`src/rtl/iteration_m_bw16.sv`:
```
// iteration_m_bw16: iterates x(k+1) = child(x(k), IN1) for CNT steps, starting
// from x(0) = IN0. The block drives a child operation through a level
// start/ready handshake and reports x(N) on RES with RD high.
module iteration_m_bw16 #(
  parameter int BW = 16
) (
  input  logic          CLK,
  input  logic          RST,
  input  logic          ST,
  output logic          RD,
  output logic [BW-1:0] RES,
  input  logic [BW-1:0] IN0,
  input  logic [BW-1:0] IN1,
  input  logic [BW-1:0] CNT,
  output logic          C_ST,
  input  logic          C_RD,
  input  logic [BW-1:0] C_RES,
  output logic [BW-1:0] C_IN0,
  output logic [BW-1:0] C_IN1
);

  typedef enum logic [1:0] {
    IDLE    = 2'd0,
    CALL    = 2'd1,
    RELEASE = 2'd2,
    DONE    = 2'd3
  } state_t;

  state_t        state;
  logic [BW-1:0] x_q;
  logic [BW-1:0] arg_q;
  logic [BW-1:0] cnt_q;
  // Set when the caller drops ST mid-request; the child is then drained and
  // the request is discarded without ever raising RD.
  logic          abort_q;

  // The working value doubles as the result and as the child's first
  // argument, so RES holds its last value in IDLE and clears with reset.
  assign RES   = x_q;
  assign C_IN0 = x_q;
  assign C_IN1 = arg_q;

  // Control FSM: latches the request, sequences child calls, handles abort.
  always_ff @(posedge CLK or posedge RST) begin
    if (RST) begin
      state   <= IDLE;
      RD      <= 1'b0;
      C_ST    <= 1'b0;
      x_q     <= '0;
      arg_q   <= '0;
      cnt_q   <= '0;
      abort_q <= 1'b0;
    end else begin
      case (state)
        IDLE: begin
          RD      <= 1'b0;
          C_ST    <= 1'b0;
          abort_q <= 1'b0;
          // A child still reporting ready (e.g. after a reset mid-call) must
          // be seen low before a new request is started.
          if (ST && !C_RD) begin
            x_q   <= IN0;
            arg_q <= IN1;
            cnt_q <= CNT;
            if (CNT == '0) begin
              state <= DONE;
              RD    <= 1'b1;
            end else begin
              state <= CALL;
              C_ST  <= 1'b1;
            end
          end
        end
        CALL: begin
          if (!ST) begin
            C_ST    <= 1'b0;
            abort_q <= 1'b1;
            state   <= RELEASE;
          end else if (C_RD) begin
            x_q   <= C_RES;
            cnt_q <= cnt_q - BW'(1);
            C_ST  <= 1'b0;
            state <= RELEASE;
          end
        end
        RELEASE: begin
          // Only leave once the child has dropped ready, so C_ST is never
          // re-raised while C_RD is still high.
          if (!C_RD) begin
            if (abort_q || !ST) begin
              abort_q <= 1'b0;
              state   <= IDLE;
            end else if (cnt_q == '0) begin
              RD    <= 1'b1;
              state <= DONE;
            end else begin
              C_ST  <= 1'b1;
              state <= CALL;
            end
          end
        end
        DONE: begin
          if (!ST) begin
            RD    <= 1'b0;
            state <= IDLE;
          end
        end
        default: state <= IDLE;
      endcase
    end
  end

endmodule
```
`config.mk`:
```
export PLATFORM = sky130hd
export DESIGN_NAME = iteration_m_bw16
export DESIGN_NICKNAME = d
export VERILOG_FILES = /design/src/rtl/iteration_m_bw16.sv
export SDC_FILE = /design/constraint.sdc
export NUM_CORES = 1
export LEC_CHECK = 0
export CAP_MARGIN = 0
export CORE_AREA = 2 2 85 87
export CTS_BUF_LIST = sky130_fd_sc_hd__clkbuf_16
export CTS_CLUSTER_SIZE = 28
export DETAILED_ROUTE_END_ITERATION = 10
export DIE_AREA = 0 0 87 89
export PLACE_DENSITY_LB_ADDON = 0.08
export SYNTH_ARGS = -nofsm -noshare
export SYNTH_HDL_FRONTEND = slang
export SYNTH_SLANG_ARGS = --single-unit
```
`constraint.sdc`:
```
create_clock -name CLK -period 3 [get_ports CLK]
set_input_delay 0.45 -clock CLK [delete_from_list [all_inputs] [get_ports CLK]]
set_output_delay 0.45 -clock CLK [all_outputs]
set_load 0.02 [all_outputs]
```
# [Yosys cells after proc, flatten, opt, wreduce, memory -nomap -nowiden]
# Index checks and enable logic that the tools add are counted.
# Widths: inputs -> output; s select.
[word_totals] ff_bits=53
[classes] mux=36 n_addsub=1 n_reduce_logical=16 eq_ne=14
[op_table] cell="$mux 16" n=6
[op_table] cell="$pmux 16 s2" n=2
[op_table] cell="$logic_not 16->1" n=2
[op_table] cell="$ne 2x2->1 const B" n=10
[op_table] cell="$mux 1" n=16
[op_table] cell="$mux 2" n=8
[op_table] cell="$sub 16x1->16 const B" n=1
[op_table] cell="$reduce_and 4->1" n=3
[op_table] cell="$reduce_and 5->1" n=2
[op_table] cell="$pmux 1 s3" n=3
[op_table] cell="$pmux 2 s4" n=1
[op_table] cell="$reduce_bool 3->1" n=2
[op_table] cell="$eq 2x2->1 const B" n=2
[op_table] cell="$ne 3x3->1 const B" n=1
[op_table] cell="$eq 2x1->1 const B" n=1
[op_table] cell="$logic_not 1->1" n=2
[op_table] cell="$logic_not 2->1" n=1
[op_table] cell="$reduce_and 2->1" n=1
[op_table] cell="$reduce_bool 2->1" n=1
[op_table] cell="$logic_and 1x1->1" n=1
[op_table] cell="$logic_or 1x1->1" n=1

# [Logic depth before layout (Yosys ltp)]
# Gate-level depths: netlist (run 1).
[depth] depth_word=5 ltp_mapped=10 depth_no_buf=6

# [Least setup slack after synthesis (run 1)]
# No wires, ideal clock.
[synth_path] path_type="reg2reg" start="reg state[1]" end="reg cnt_q[12]" arrival_ns=2.109 required_time_ns=2.861 path_buffers=4 path_stages_with_launch=10 path_slack_ns=0.752 path_cell_list="dfrtp_1 inv_1 ha_1 clkbuf_1 and3b_1 clkbuf_1 o21ai_1 clkbuf_1 buf_2 o221ai_1"
[synth_between] elab_chain_len=3
[synth_lines] element="start: declaration" line_no="29" text="state_t state;"
[synth_lines] element="start signal: assignment" line_no="46" text="state <= IDLE;"
[synth_lines] element="start signal: assignment" line_no="66" text="state <= DONE;"
[synth_lines] element="start signal: assignment" line_no="69" text="state <= CALL;"
[synth_lines] element="$eq 2x1->1 or $logic_not 2->1 (tied branches)" line_no="54" text="case (state)"
[synth_lines] element="$ne 2x2->1 (no line) or $reduce_bool 2->1 (tied branches)"
[synth_lines] element="$reduce_and 4->1 (no line)"
[synth_lines] element="end signal: assignment" line_no="81" text="cnt_q <= cnt_q - BW'(1);"
[synth_lines] element="end: declaration" line_no="32" text="logic [BW-1:0] cnt_q;"
# Parallel ways exist; a longest one is shown, timed or not.
# A chain may end at the register's enable or synchronous reset.

# [Worst setup path in the final report (run 1)]
[layout_path] start="reg state[1]" end="reg cnt_q[5]"
# Same word-level chain as after synthesis.

==> results of run 1 <==
path summary, 6_finish.rpt:
kind / slack (ns) / end / depth (start not counted)
setup / recovery: 0.65 / cnt_q[5] / 8
hold / removal: 0.50 / C_IN1[7] / 1
setup reg to reg: 0.65 / cnt_q[5] / 8
hold reg to reg: 0.50 / C_IN1[7] / 1
max in group asynchronous: 1.90 / cnt_q[9] / 3
min in group asynchronous: 0.65 / C_IN1[11] / 3
cells in the final DEF (no fill, tap or decap), types with 3 or more instances in the layout:
cell type	netlist	layout
sky130_fd_sc_hd__clkbuf_16	0	5
sky130_fd_sc_hd__clkdlybuf4s50_1	0	117
sky130_fd_sc_hd__inv_1	6	5
sky130_fd_sc_hd__nor2_1	13	13
sky130_fd_sc_hd__mux2_2	18	18
sky130_fd_sc_hd__a2bb2oi_1	3	3
sky130_fd_sc_hd__o22ai_1	7	7
sky130_fd_sc_hd__nor4_1	7	7
sky130_fd_sc_hd__dfrtp_1	53	53
sky130_fd_sc_hd__a21oi_1	11	11
sky130_fd_sc_hd__buf_4	16	6
sky130_fd_sc_hd__ha_1	7	6
sky130_fd_sc_hd__nand4_1	3	3
sky130_fd_sc_hd__nand2_1	33	33
sky130_fd_sc_hd__nand3_1	5	5
sky130_fd_sc_hd__nor3_1	5	5
sky130_fd_sc_hd__mux2i_1	17	17
sky130_fd_sc_hd__o2111ai_1	3	3
sky130_fd_sc_hd__a21o_1	3	3
sky130_fd_sc_hd__o211ai_1	6	6
sky130_fd_sc_hd__o21ai_0	24	24
sky130_fd_sc_hd__o21a_1	3	3
state kept, by name, indices dropped and copies added (netlist names):
name / cells
C_IN0: 16
C_IN1: 16
cnt_q: 16
state: 2
C_ST: 1
RD: 1
abort_q: 1
logic make-up (layout without fill, tap and decap cells):
logic type | Yosys count | in the layout | share of synthesized area (%)
AOI/OAI and AO/OA | 78 | 78 | 17.4
adders and majority gates | 7 | 7 | 3.00
buffers and inverters | 38 | 137 | 6.98
DFF | 53 | 53 | 45.4
muxes | 35 | 35 | 12.8
and+or+nand+nor | 83 | 83 | 14.5
cell usage after synthesis (2+ instances only):
cell | instances | area share, %
sky130_fd_sc_hd__dfrtp_1 | 53 | 45
sky130_fd_sc_hd__nand2_1 | 33 | 4.2
sky130_fd_sc_hd__o21ai_0 | 24 | 4.1
sky130_fd_sc_hd__mux2_2 | 18 | 6.9
sky130_fd_sc_hd__mux2i_1 | 17 | 5.8
sky130_fd_sc_hd__buf_4 | 16 | 4.1
sky130_fd_sc_hd__clkbuf_1 | 15 | 1.9
sky130_fd_sc_hd__nor2_1 | 13 | 1.7
sky130_fd_sc_hd__a21oi_1 | 11 | 1.9
sky130_fd_sc_hd__ha_1 | 7 | 3.0
sky130_fd_sc_hd__nor4_1 | 7 | 1.5
sky130_fd_sc_hd__o22ai_1 | 7 | 1.5
sky130_fd_sc_hd__inv_1 | 6 | 0.77
sky130_fd_sc_hd__o211ai_1 | 6 | 1.5
sky130_fd_sc_hd__nand3_1 | 5 | 0.86
sky130_fd_sc_hd__nor3_1 | 5 | 0.86
sky130_fd_sc_hd__a21o_1 | 3 | 0.77
sky130_fd_sc_hd__a2bb2oi_1 | 3 | 0.90
sky130_fd_sc_hd__nand4_1 | 3 | 0.64
sky130_fd_sc_hd__o2111ai_1 | 3 | 0.90
sky130_fd_sc_hd__o21a_1 | 3 | 0.77
sky130_fd_sc_hd__a211o_1 | 2 | 0.60
sky130_fd_sc_hd__a22o_1 | 2 | 0.60
sky130_fd_sc_hd__a22oi_1 | 2 | 0.51
sky130_fd_sc_hd__a31oi_1 | 2 | 0.43
sky130_fd_sc_hd__and3b_1 | 2 | 0.60
sky130_fd_sc_hd__nand2b_1 | 2 | 0.43
sky130_fd_sc_hd__nor2b_1 | 2 | 0.43
sky130_fd_sc_hd__nor3b_1 | 2 | 0.51
sky130_fd_sc_hd__nor4b_1 | 2 | 0.60
sky130_fd_sc_hd__or4_1 | 2 | 0.51
power breakdown:
group | switching, mW | leakage, nW | internal (mW)
logic | 1.19 | 1.01 | 1.16
registers | 0.298 | 0.637 | 1.05
clock network | 0.260 | 0.0702 | 0.311
cell type report:
class | count | area, µm² | area share (%)
multi-input combinational | 203 | 1400 | 33.3
timing repair buffer | 123 | 1220 | 28.9
clock buffer | 5 | 125 | 2.97
tap | 80 | 100 | 2.37
clock inverter | 3 | 21.3 | 0.505
inverter | 6 | 22.5 | 0.534
sequential | 53 | 1330 | 31.5
metal layers:
layer	vias up	part of all wire (%)	global-route usage (%)
li1	1263	-	-
met1	1248	45	27.8
met2	98	47	32.7
met3	7	6.9	3.97
met4	0	1.2	5.54
met5	-	0	0
==> results.py, run 1 <==
metrics = {
    "route": {
        "drtPass1Iterations": 4,
        "dr_total_vias": 2616,
        "route.detailed.vias_per_inst": 5.53,
        "route.detailed.drc": 0,
        "ant_nets": 0,
        "initialDrtViolationCount": 145,
        "finalWirelength_um": 7530,
        "routedWlPerCell_um": 15.9,
    },
    "synth": {
        "post_synth_instance_area_um2": 2920,
        "synthesis.nets": 369,
        "synth_top_flop_cell": "sky130_fd_sc_hd__dfrtp_1",
        "synthesis.area_per_instance_um2": 9.93,
        "post_synth_num_cell_types": 47,
        "yosys_register_bits": 53,
        "synth_sequential_area_ratio_pct": 45.4,
        "yosys_warnings": 0,
        "synthesis.instances": 294,
        "synthArstFlopShare_pct": 100,
        "post_synth_edffs": 0,
    },
    "floorplan": {
        "coreArea_um2": 6720,
        "initial_utilization_pct": 43.5,
        "die_height_um": 89,
        "die_width_um": 87,
        "io_pins": 118,
        "placement_rows": 30,
        "floorplan.die_area_um2": 7740,
    },
    "clocking": {
        "tritoncts_clock_tree": "yes",
        "clock_slew_at_the_register_clock_pins_of_the_worst_setup_and_hold_paths_ns": 0.07,
        "cts_root_buffer": "sky130_fd_sc_hd__clkbuf_16",
        "postCtsSetupBuffers": 0,
        "holdBufCountCts": 0,
        "postCtsResizedCells": 0,
        "cts.sink_count": 53,
        "clkLatencyLatePin_ns": 0.29,
        "cts_max_path_buffers": 2,
        "cts-buffers-inserted": 5,
        "clock_tree.htree_level_count": 2,
    },
    "place": {
        "hpwl_um": 5540,
        "port_buffers": 117,
        "numPlacedInstances": 465,
        "placement.cell_area_um2": 4070,
        "dpl_worst_slack_ns": 0.682,
        "gp_routability_congestion": 0.876,
    },
    "setup_path": {
        "worstPathBufferInverterCount": 3,
        "cpLargestDelayFamily": "buffers and inverters",
        "crit_path_max_delay_cell_type": "sky130_fd_sc_hd__dfrtp_1",
        "worst_setup_path_end_kind": "flop",
        "crit_path_frequent_cell": "sky130_fd_sc_hd__buf_4",
        "critical-path-max-stage-delay_ns": 0.44,
        "worstSetupStartpoint": "state[1]",
        "worst-setup-path-type": "flop to flop",
        "timing.critical_path.arrival_ns": 2.56,
        "critPathMaxFanout": 46,
        "critical_path.cell_chain": "inv_1, ha_2, nor3b_1, buf_4, o21ai_4, buf_4, o21ai_0, a21oi_1",
        "cp-start-kind": "flop",
        "timing.critical_path.required_ns": 3.21,
        "critical_path.reg2reg.startpoint": "state[1]",
    },
    "final_layout": {
        "fill_cells": 593,
        "post_layout_nonfiller_instances": 473,
        "final_nets": 467,
        "layout-area-overhead-vs-synth_pct": 44.3,
        "post-route-cell-area_um2": 4220,
        "share_of_post_route_cells_with_drive_strength_above_1_pct": 9.41,
        "finish.utilization_pct": 62.7,
        "antenna-diode-count": 0,
    },
    "grt": {
        "globalRouteTotalUtil_pct": 20.2,
        "grt_start_max_net_pins": 54,
        "first_global_vias": 2649,
        "global_route.overflow_total": 0,
        "antenna_violations_before_repair": 0,
        "grt_pass1_wl_um": 12500,
    },
    "sta": {
        "actual_slew_at_the_worst_max_slew_pin_ns": 0.674,
        "slew_headroom_pct": 54.9,
        "period_utilization_post_route_pct": 78.2,
        "slew_violations": 0,
        "report.final.setup_viol": 0,
        "fin_worst_skew_ns": 0.00478,
        "fin_tns_setup_ns": 0,
        "hold_viol_final": 0,
        "finalWorstPathRequiredPeriod_ns": 2.35,
        "holdWs_ns": 0.505,
        "worst_slack_ns": 0.655,
        "clock.fmax_ghz": 0.426,
        "grt_setup_unrepaired": "no",
    },
    "pwr": {
        "powerDensity_nw_per_um2": 1010,
        "totalPowerFinal_mw": 4.28,
        "leakage_nw": 1.71,
        "ir_worst_vdd_uv": 498,
    },
    "run": {
        "max_cap_viol_count": 0,
    },
    "worst_hold_path": {
        "worstHoldPathType": "flop to flop",
        "hold_path_startpoint": "C_IN1[7]",
    },
    "run_status": {
        "status": "finished clean",
    },
}
No activity file was read; power rests on OpenSTA's default activity.
==> inputs of run 2 (changes only) <==
CORE_AREA = 2 2 90 92   (was 2 2 85 87)
DIE_AREA = 0 0 92 94   (was 0 0 87 89)
clock period = 2.15 ns   (was 3 ns; I/O delays follow)
==> results.py, run 2 (same netlist as run 1, synthesis figures left out) <==
metrics = {
    "setup_path": {
        "timing.critical_path.arrival_ns": 2.30,
        "cp-start-kind": "flop",
        "crit_path_max_delay_cell_type": "sky130_fd_sc_hd__or4b_4",
        "timing.critical_path.required_ns": 2.38,
        "critPathMaxFanout": 6,
        "worst_setup_path_end_kind": "flop",
        "worst-setup-path-type": "flop to flop",
        "critical_path.cell_chain": "or3_4, or4b_4, or4_1, nand4_1",
        "critical-path-max-stage-delay_ns": 0.54,
    },
    "sta": {
        "period_utilization_post_route_pct": 96.3,
        "worst_slack_ns": 0.0803,
        "slew_headroom_pct": 67.3,
        "slew_violations": 0,
        "fin_tns_setup_ns": 0,
        "finalWorstPathRequiredPeriod_ns": 2.07,
        "hold_viol_final": 0,
        "fin_worst_skew_ns": 0.00582,
        "clock.fmax_ghz": 0.483,
        "actual_slew_at_the_worst_max_slew_pin_ns": 0.486,
        "report.final.setup_viol": 0,
        "grt_setup_unrepaired": "no",
    },
    "pwr": {
        "ir_worst_vdd_uv": 680,
        "powerDensity_nw_per_um2": 1410,
        "leakage_nw": 1.81,
        "totalPowerFinal_mw": 6.21,
    },
    "place": {
        "hpwl_um": 5780,
        "port_buffers": 117,
        "gp_routability_congestion": 0.848,
        "placement.cell_area_um2": 4250,
        "dpl_worst_slack_ns": 0.0759,
    },
    "grt": {
        "globalRouteTotalUtil_pct": 18.3,
        "global_route.overflow_total": 0,
        "first_global_vias": 2578,
        "antenna_violations_before_repair": 0,
        "grt_start_max_net_pins": 54,
        "grt_pass1_wl_um": 12700,
    },
    "final_layout": {
        "commonest_non_fill_non_tap_cell_in_the_layout": "sky130_fd_sc_hd__clkdlybuf4s50_1",
        "layout-area-overhead-vs-synth_pct": 50.9,
        "share_of_post_route_cells_with_drive_strength_above_1_pct": 13.4,
        "post-route-cell-area_um2": 4410,
        "final_nets": 483,
        "antenna-diode-count": 0,
        "mostFrequentLayoutCells": "sky130_fd_sc_hd__clkdlybuf4s50_1, sky130_fd_sc_hd__dfrtp_1, sky130_fd_sc_hd__nand2_1",
    },
    "run_status": {
        "status": "finished clean",
    },
    "route": {
        "route.detailed.vias_per_inst": 5.18,
        "dr_total_vias": 2646,
        "initialDrtViolationCount": 128,
        "finalWirelength_um": 7650,
        "ant_nets": 0,
        "drtPass1Iterations": 4,
        "route.detailed.drc": 0,
        "routedWlPerCell_um": 15.0,
    },
    "worst_hold_path": {
        "worstHoldPathType": "input pin to async pin",
    },
    "floorplan": {
        "coreArea_um2": 7610,
        "floorplan.die_area_um2": 8650,
        "initial_utilization_pct": 38.4,
        "placement_rows": 32,
        "die_height_um": 94,
        "io_pins": 118,
        "die_width_um": 92,
    },
    "clocking": {
        "postCtsSetupBuffers": 0,
        "cts_max_path_buffers": 2,
        "clock_slew_at_the_register_clock_pins_of_the_worst_setup_and_hold_paths_ns": 0.07,
        "clock_tree.htree_level_count": 2,
        "cts.sink_count": 53,
        "cts-buffers-inserted": 5,
        "tritoncts_clock_tree": "yes",
        "cts_root_buffer": "sky130_fd_sc_hd__clkbuf_16",
        "clkLatencyLatePin_ns": 0.29,
    },
    "run": {
        "max_cap_viol_count": 0,
    },
}
==> run 2: per-stage QoR <==
| stage | cells | utilization, % | hold slack [ns] |
|---|---|---|---|
| finish | 511 | 57.9 | 0.389 |
| global placement | 503 | 55.8 | 0.486 |
| floorplan | 294 | - | 0.447 |
| detailed placement | 503 | 55.8 | 0.494 |
| CTS | 511 | 57.8 | 0.414 |
| global route | 511 | 57.9 | 0.431 |
==> run 2: final timing paths <==
path / start / end / slack (ns) / cells after the start
worst max-delay path: cnt_q[5] / cnt_q[15] / 0.08 / 4
worst min-delay path: RST / state[1] / 0.39 / 3
worst max register to register: cnt_q[5] / cnt_q[15] / 0.08 / 4
worst min register to register: C_IN0[8] / C_IN0[8] / 0.50 / 2
max in group asynchronous: RST / cnt_q[9] / 1.50 / 3
min in group CLK: C_IN0[8] / C_IN0[8] / 0.50 / 2
==> run 2: routing by layer <==
metal	up-vias	part of all wire (%)	wire length [µm]	GRT usage (%)
met5	-	0	0	0
met4	0	0.85	65	4.48
met3	6	5.3	409	3.13
met2	83	49	3720	30.1
met1	1260	45	3450	25.4
li1	1297	-	-	-
==> run 2: area by class of cell <==
class,count,area [µm²]
Timing Repair Buffer,139,1370
Clock inverter,3,25.0
Inverter,6,22.5
Sequential cell,53,1330
Multi-Input combinational cell,203,1410
Clock buffer,5,125
Tap cell,102,128
Fill cell,685,3200
==> run 2: power breakdown <==
| part | switching, mW | internal (mW) | total [mW] | leakage (nW) |
|---|---|---|---|---|
| clock | 0.381 | 0.441 | 0.822 | 0.0708 |
| sequential | 0.361 | 1.47 | 1.83 | 0.637 |
| combinational | 1.77 | 1.79 | 3.56 | 1.10 |
| total | 2.51 | 3.70 | 6.21 | 1.81 |
==> run 2: critical path: cells and delay by family (launching register included) <==
family | cells | cell delay, ns
and+or+nand+nor | 4 | 1.58
DFF | 1 | 0.42
==> run 2: what timing repair did <==
action	4_1_cts	5_1_grt
endpoints found under the hold margin	0	0
gates resized for setup	0	2
hold buffers	0	0
endpoints found under the setup margin	0	6
==> inputs of run 3 (changes only) <==
GPL_ROUTABILITY_DRIVEN = 0   (was default)
==> results of run 3 <==
Final layout, timing and power as in run 2 (identical DEF).
